--- config.mk ---
export PLATFORM = sky130hd
export DESIGN_NAME = mem_port_arbiter
export DESIGN_NICKNAME = d
export VERILOG_FILES = /design/src/rtl/mem_port_arbiter_pkg.sv /design/src/rtl/mem_arb_starve_ctr.sv /design/src/rtl/mem_port_arbiter.sv
export SDC_FILE = /design/constraint.sdc
export NUM_CORES = 1
export LEC_CHECK = 0
export CORE_ASPECT_RATIO = 0.5
export CORE_UTILIZATION = 36
export DETAILED_ROUTE_END_ITERATION = 10
export HOLD_SLACK_MARGIN = 0.08
export PLACE_DENSITY = 0.95
export SYNTH_ARGS = -nofsm -noshare
export SYNTH_HDL_FRONTEND = slang
export SYNTH_HIERARCHICAL = 1
export SYNTH_SLANG_ARGS = --single-unit
--- constraint.sdc ---
create_clock -name i_clk -period 6.55 [get_ports i_clk]
set_clock_uncertainty 0.05 [all_clocks]
set_input_delay 0.655 -clock i_clk [delete_from_list [all_inputs] [get_ports i_clk]]
set_output_delay 0.655 -clock i_clk [all_outputs]
set_load 0.01 [all_outputs]
--- src/rtl/mem_port_arbiter_pkg.sv ---
// Shared encodings and default widths for the IF/MEM memory port arbiter.
package mem_port_arbiter_pkg;

  localparam int DEF_ADDR_W       = 32;
  localparam int DEF_DATA_W       = 32;
  localparam int DEF_STARVE_LIMIT = 4;

  typedef enum logic [1:0] {
    ST_IDLE = 2'd0,
    ST_REQ  = 2'd1,
    ST_WAIT = 2'd2
  } arb_state_e;

  typedef enum logic {
    OWN_IF   = 1'b0,
    OWN_DMEM = 1'b1
  } owner_e;

endpackage

--- src/rtl/mem_arb_starve_ctr.sv ---
// Fairness counter: counts DMEM grants taken while a fetch waits and
// forces the next arbitration to IF once the limit is reached.
module mem_arb_starve_ctr #(
  parameter int LIMIT = 4
) (
  input  logic i_clk,
  input  logic i_rst,
  input  logic i_dmem_grant,
  input  logic i_if_grant,
  input  logic i_imem_req,
  output logic o_force_if
);

  localparam int CNT_W = (LIMIT < 1) ? 1 : $clog2(LIMIT + 1);
  localparam logic [CNT_W-1:0] LIMIT_C = CNT_W'(LIMIT);

  logic [CNT_W-1:0] cnt_q;
  logic [CNT_W-1:0] cnt_d;

  always_comb begin
    cnt_d = cnt_q;
    if (i_if_grant) begin
      cnt_d = '0;
    end else if (i_dmem_grant && i_imem_req && (cnt_q != LIMIT_C)) begin
      cnt_d = cnt_q + 1'b1;
    end
  end

  always_ff @(posedge i_clk or posedge i_rst) begin
    if (i_rst) begin
      cnt_q <= '0;
    end else begin
      cnt_q <= cnt_d;
    end
  end

  assign o_force_if = (cnt_q == LIMIT_C);

endmodule

--- src/rtl/mem_port_arbiter.sv ---
// Single-outstanding arbiter sharing one memory bus between IF and MEM.
// Optional anti-starvation for fetches is enabled with MEM_ARB_FAIR_EN.
module mem_port_arbiter
  import mem_port_arbiter_pkg::*;
#(
  parameter int ADDR_W       = DEF_ADDR_W,
  parameter int DATA_W       = DEF_DATA_W,
  parameter int STARVE_LIMIT = DEF_STARVE_LIMIT
) (
  input  logic                i_clk,
  input  logic                i_rst,
  input  logic                i_imem_req,
  input  logic [ADDR_W-1:0]   i_imem_addr,
  input  logic                i_if_flush,
  output logic                o_imem_done,
  output logic [DATA_W-1:0]   o_imem_rdata,
  output logic                o_stall_if,
  input  logic                i_dmem_req,
  input  logic                i_dmem_we,
  input  logic [ADDR_W-1:0]   i_dmem_addr,
  input  logic [DATA_W-1:0]   i_dmem_wdata,
  input  logic [DATA_W/8-1:0] i_dmem_wmask,
  output logic                o_dmem_done,
  output logic [DATA_W-1:0]   o_dmem_rdata,
  output logic                o_stall_mem,
  output logic                o_bus_req,
  output logic                o_bus_we,
  output logic [ADDR_W-1:0]   o_bus_addr,
  output logic [DATA_W-1:0]   o_bus_wdata,
  output logic [DATA_W/8-1:0] o_bus_wmask,
  input  logic                i_bus_gnt,
  input  logic                i_bus_rvalid,
  input  logic [DATA_W-1:0]   i_bus_rdata
);

  arb_state_e          state_q, state_d;
  owner_e              owner_q, owner_d;
  logic                squash_q, squash_d;
  logic                bus_we_q, bus_we_d;
  logic [ADDR_W-1:0]   bus_addr_q, bus_addr_d;
  logic [DATA_W-1:0]   bus_wdata_q, bus_wdata_d;
  logic [DATA_W/8-1:0] bus_wmask_q, bus_wmask_d;

  logic starve_force;
  logic if_wins;
  logic if_grant;
  logic dmem_grant;
  logic resp_fire;

  // DMEM is older and wins ties unless the fairness counter forces IF.
  assign if_wins    = i_imem_req && !i_if_flush && (!i_dmem_req || starve_force);
  assign if_grant   = (state_q == ST_IDLE) && if_wins;
  assign dmem_grant = (state_q == ST_IDLE) && i_dmem_req && !if_wins;

`ifdef MEM_ARB_FAIR_EN
  mem_arb_starve_ctr #(
    .LIMIT(STARVE_LIMIT)
  ) u_starve_ctr (
    .i_clk       (i_clk),
    .i_rst       (i_rst),
    .i_dmem_grant(dmem_grant),
    .i_if_grant  (if_grant),
    .i_imem_req  (i_imem_req),
    .o_force_if  (starve_force)
  );
`else
  logic unused_starve_limit;
  assign unused_starve_limit = ^STARVE_LIMIT;
  assign starve_force        = 1'b0;
`endif

  always_comb begin
    state_d     = state_q;
    owner_d     = owner_q;
    squash_d    = squash_q;
    bus_we_d    = bus_we_q;
    bus_addr_d  = bus_addr_q;
    bus_wdata_d = bus_wdata_q;
    bus_wmask_d = bus_wmask_q;
    o_bus_req   = 1'b0;
    case (state_q)
      ST_IDLE: begin
        if (dmem_grant) begin
          owner_d     = OWN_DMEM;
          bus_we_d    = i_dmem_we;
          bus_addr_d  = i_dmem_addr;
          bus_wdata_d = i_dmem_wdata;
          bus_wmask_d = i_dmem_wmask;
          state_d     = ST_REQ;
        end else if (if_grant) begin
          owner_d     = OWN_IF;
          bus_we_d    = 1'b0;
          bus_addr_d  = i_imem_addr;
          bus_wdata_d = '0;
          bus_wmask_d = '0;
          state_d     = ST_REQ;
        end
      end
      ST_REQ: begin
        // A flushed fetch that has not been accepted can simply be withdrawn.
        if ((owner_q == OWN_IF) && i_if_flush) begin
          state_d = ST_IDLE;
        end else begin
          o_bus_req = 1'b1;
          if (i_bus_gnt) begin
            state_d = ST_WAIT;
          end
        end
      end
      ST_WAIT: begin
        if (i_bus_rvalid) begin
          state_d  = ST_IDLE;
          squash_d = 1'b0;
        end else if ((owner_q == OWN_IF) && i_if_flush) begin
          squash_d = 1'b1;
        end
      end
      default: state_d = ST_IDLE;
    endcase
  end

  always_ff @(posedge i_clk or posedge i_rst) begin
    if (i_rst) begin
      state_q     <= ST_IDLE;
      owner_q     <= OWN_IF;
      squash_q    <= 1'b0;
      bus_we_q    <= 1'b0;
      bus_addr_q  <= '0;
      bus_wdata_q <= '0;
      bus_wmask_q <= '0;
    end else begin
      state_q     <= state_d;
      owner_q     <= owner_d;
      squash_q    <= squash_d;
      bus_we_q    <= bus_we_d;
      bus_addr_q  <= bus_addr_d;
      bus_wdata_q <= bus_wdata_d;
      bus_wmask_q <= bus_wmask_d;
    end
  end

  assign resp_fire    = (state_q == ST_WAIT) && i_bus_rvalid && !squash_q;
  assign o_imem_done  = resp_fire && (owner_q == OWN_IF);
  assign o_dmem_done  = resp_fire && (owner_q == OWN_DMEM);
  assign o_imem_rdata = o_imem_done ? i_bus_rdata : '0;
  assign o_dmem_rdata = o_dmem_done ? i_bus_rdata : '0;
  assign o_stall_if   = i_imem_req && !o_imem_done;
  assign o_stall_mem  = i_dmem_req && !o_dmem_done;

  assign o_bus_we    = bus_we_q;
  assign o_bus_addr  = bus_addr_q;
  assign o_bus_wdata = bus_wdata_q;
  assign o_bus_wmask = bus_wmask_q;

endmodule

==> run metrics <==
1st-iter DRT viols=~190; max-slew violations=0; io pins=278; worst skew pair latency=around 0.33 ns; post-place instance area=about 0.0063 sq mm; die area=between 0.01 and 0.015 sq mm; Area Growth Syn to Fin=91.9%; status=completed; core area=approximately 0.0090 sq mm; Detail Placement HPWL=~9600 microns; Reg2Reg Depth=3; Syn Nets=460; PostCTS Resize Cnt=0; CP Capture Type=output port; Die H=71.3 microns; Async SR Flop Fraction=1.00; setup bufs post-CTS=0; VDD IR max=approximately 0.27 mV; Hold Path Class=reg -> reg; Final period util=0.584; DIE WIDTH=roughly 140 microns; Synth Area in Adders=0; deepest clock path buffer count=2; CTS H-tree lvls=3; power per cell area=approximately 380 mW/mm^2; pin count of the biggest net entering global routing=between 70 and 80; RR Startpoint=state_q[1]$_DFFE_PP0P_; Via density=approximately 5.2; initial antenna violation count=0; Clock transition at path regs=approximately 0.060 ns; Nets=a little over 700; CP Class=in -> out; register bit total from synthesis=between 70 and 80; Compound-Gate Fraction of Synth Area=0.214; Tot GR Track Use=0.271; Sw Pwr=around 830 uW; synth top area cells=dfrtp_1 53%, and2_1 12%, o221a_2 9.8%; largest family of logic cells by synthesized area=simple AND/OR/NAND/NOR gates; Comb pwr share=0.467; CTS tree=yes; simple-gate share of the synthesized area=0.220; cell area after synthesis=0.00346 sq mm; yosys synthesis warning count=6; CP Max Fanout=34; max-cap violations=0; hold buffer count at cts=0; Slew Limit Headroom=0.128; CP startpoint kind=input port; Vias=between 3k and 4k; commonest cells in the synthesized netlist=73 x dfrtp_1, 65 x and2_1, 38 x a22o_1; GP Congestion=roughly 0.84; root buf cell=clkbuf_16; final std cells w/o fill=709; Synth top area share=0.528; Remaining Overflow, GRT=0; clock sink count=73; WHS Path Cells=1; Leak=between 2 and 3 nW; CTS buffer count=9; Cells after DPL=just under 700; vias in the first global route=about 3.8k; setup_tns=0 ns; syn avg cell area=around 11 sq um; WP data arrival=between 3 and 4 ns; layout cells sized above 1=0.0963; Row Count=24; Pwr Total=2.53 mW; cell count after synthesis=320; post-route ant nets=0; final WL=~14000 microns; Detailed Routing Iterations Pass 1=5; Req. time, crit path=between 5 and 6 ns; Slew @ Worst Pin=approximately 1.3 ns; Unique masters post-synth=24; # diodes=0; min Tclk post-route=roughly 3.8 ns; Main synth FF type=dfrtp_1; Initial Utilization=0.384; xor and xnor area share after synthesis=0; Fmax=~260 MHz; DR WL/cell=~19 microns; reg2reg setup slack=between 4 and 5 ns; global-route wire length before repair=20700 microns; drt drc=0; Hold Crit Endpoint=o_bus_we$_DFFE_PP0P_; Switching Fraction=0.329; Final setup viols=0; top-count cell post-synth=dfrtp_1; Worst R2R End=o_bus_addr[21]$_DFFE_PP0P_; final instance area=around 0.0066 sq mm; sequential element share of the synthesized area=0.528; Port-buffer cells=277; P_int=1.70 mW; final hold slack=roughly 0.45 ns; Post-synth EDFFs=0; Clock power frac=0.214; HP Start=o_bus_we$_DFFE_PP0P_; sequential share of power=0.319; Fin. Hold Viols=0; area leader, netlist=dfrtp_1; mux share of post-synthesis cell area=0; RSZ-0062 raised after global routing=no
==> how the worst max path moves through the flow <==
stage,startpoint,endpoint,slack (ns)
after global placement,i_bus_rvalid,o_imem_rdata[29],2.79
after floorplan,i_rst,o_bus_addr[0]$_DFFE_PP0P_,3.99
after CTS,i_bus_rvalid,o_dmem_rdata[4],2.70
final,i_bus_rvalid,o_dmem_rdata[9],2.72
after detailed placement,i_bus_rvalid,o_dmem_rdata[4],2.71
after global routing,i_bus_rvalid,o_dmem_rdata[4],2.48
==> cell families after synthesis <==
logic type / Yosys count
and+or+nand+nor: 139
AOI/OAI and AO/OA: 78
DFF: 73
buffers and inverters: 30
==> sequential cells by signal, summed over array words and instances, names as in the netlist <==
register	flops
o_bus_wdata	32
owner_q	1
o_bus_wmask	4
o_bus_we	1
state_q	2
o_bus_addr	32
squash_q	1
==> area by class of cell <==
class                           instances  area, sq um
Clock inverter                          6         91.3
Fill cell                             616         2370
Clock buffer                           10          239
Tap cell                              117          146
Timing Repair Buffer                  282         2810
Sequential cell                        73         1830
Multi-Input combinational cell        217         1510
Inverter                                4         15.0
==> critical path, cell delays in order <==
cell	delay (ns)
clkdlybuf4s50_1	0.48
inv_1	0.11
nor4b_4	1.04
and2_1	0.26
clkdlybuf4s50_1	0.57
==> power groups by stage <==
stage	sequential (mW)	clock, mW	combinational, mW
after floorplan	0.876	0	0.431
after global placement	0.790	0	1.15
after detailed placement	0.800	0	1.17
after CTS	0.802	0.550	1.19
after global routing	0.826	0.568	1.24
final	0.807	0.542	1.18
==> placed cells by master, fill, tap and decap left out <==
cell	instances
clkdlybuf4s50_1	277
clkinvlp_4	3
clkbuf_16	9
and2b_1	1
nor4b_4	3
o21ai_2	1
inv_2	1
a22o_1	38
nor3b_1	1
bufinv_16	2
clkinv_4	1
buf_4	5
nor2_1	30
clkbuf_8	1
nand2b_1	3
nand2_1	31
a21oi_1	2
o31ai_1	2
o21a_1	1
and2_1	65
nor2b_1	4
dfrtp_1	73
o21ai_0	1
a2bb2oi_1	2
o221a_2	30
a21o_1	1
nor2_2	1
inv_1	3
==> per-stage QoR <==
stage | utilization | setup slack, ns
final | 0.737 | 2.72
after global routing | 0.737 | 2.48
after CTS | 0.737 | 2.70
after detailed placement | 0.701 | 2.71
after global placement | 0.701 | 2.79
after floorplan | - | 3.99
==> routing by layer <==
layer,GRT usage,share of wire,vias to the layer above
li1,-,-,1665
met1,0.296,0.38,1814
met2,0.523,0.54,144
met3,0.0535,0.048,34
met4,0.110,0.029,0
met5,0,0,-
Power figures use the tool's default switching activity.
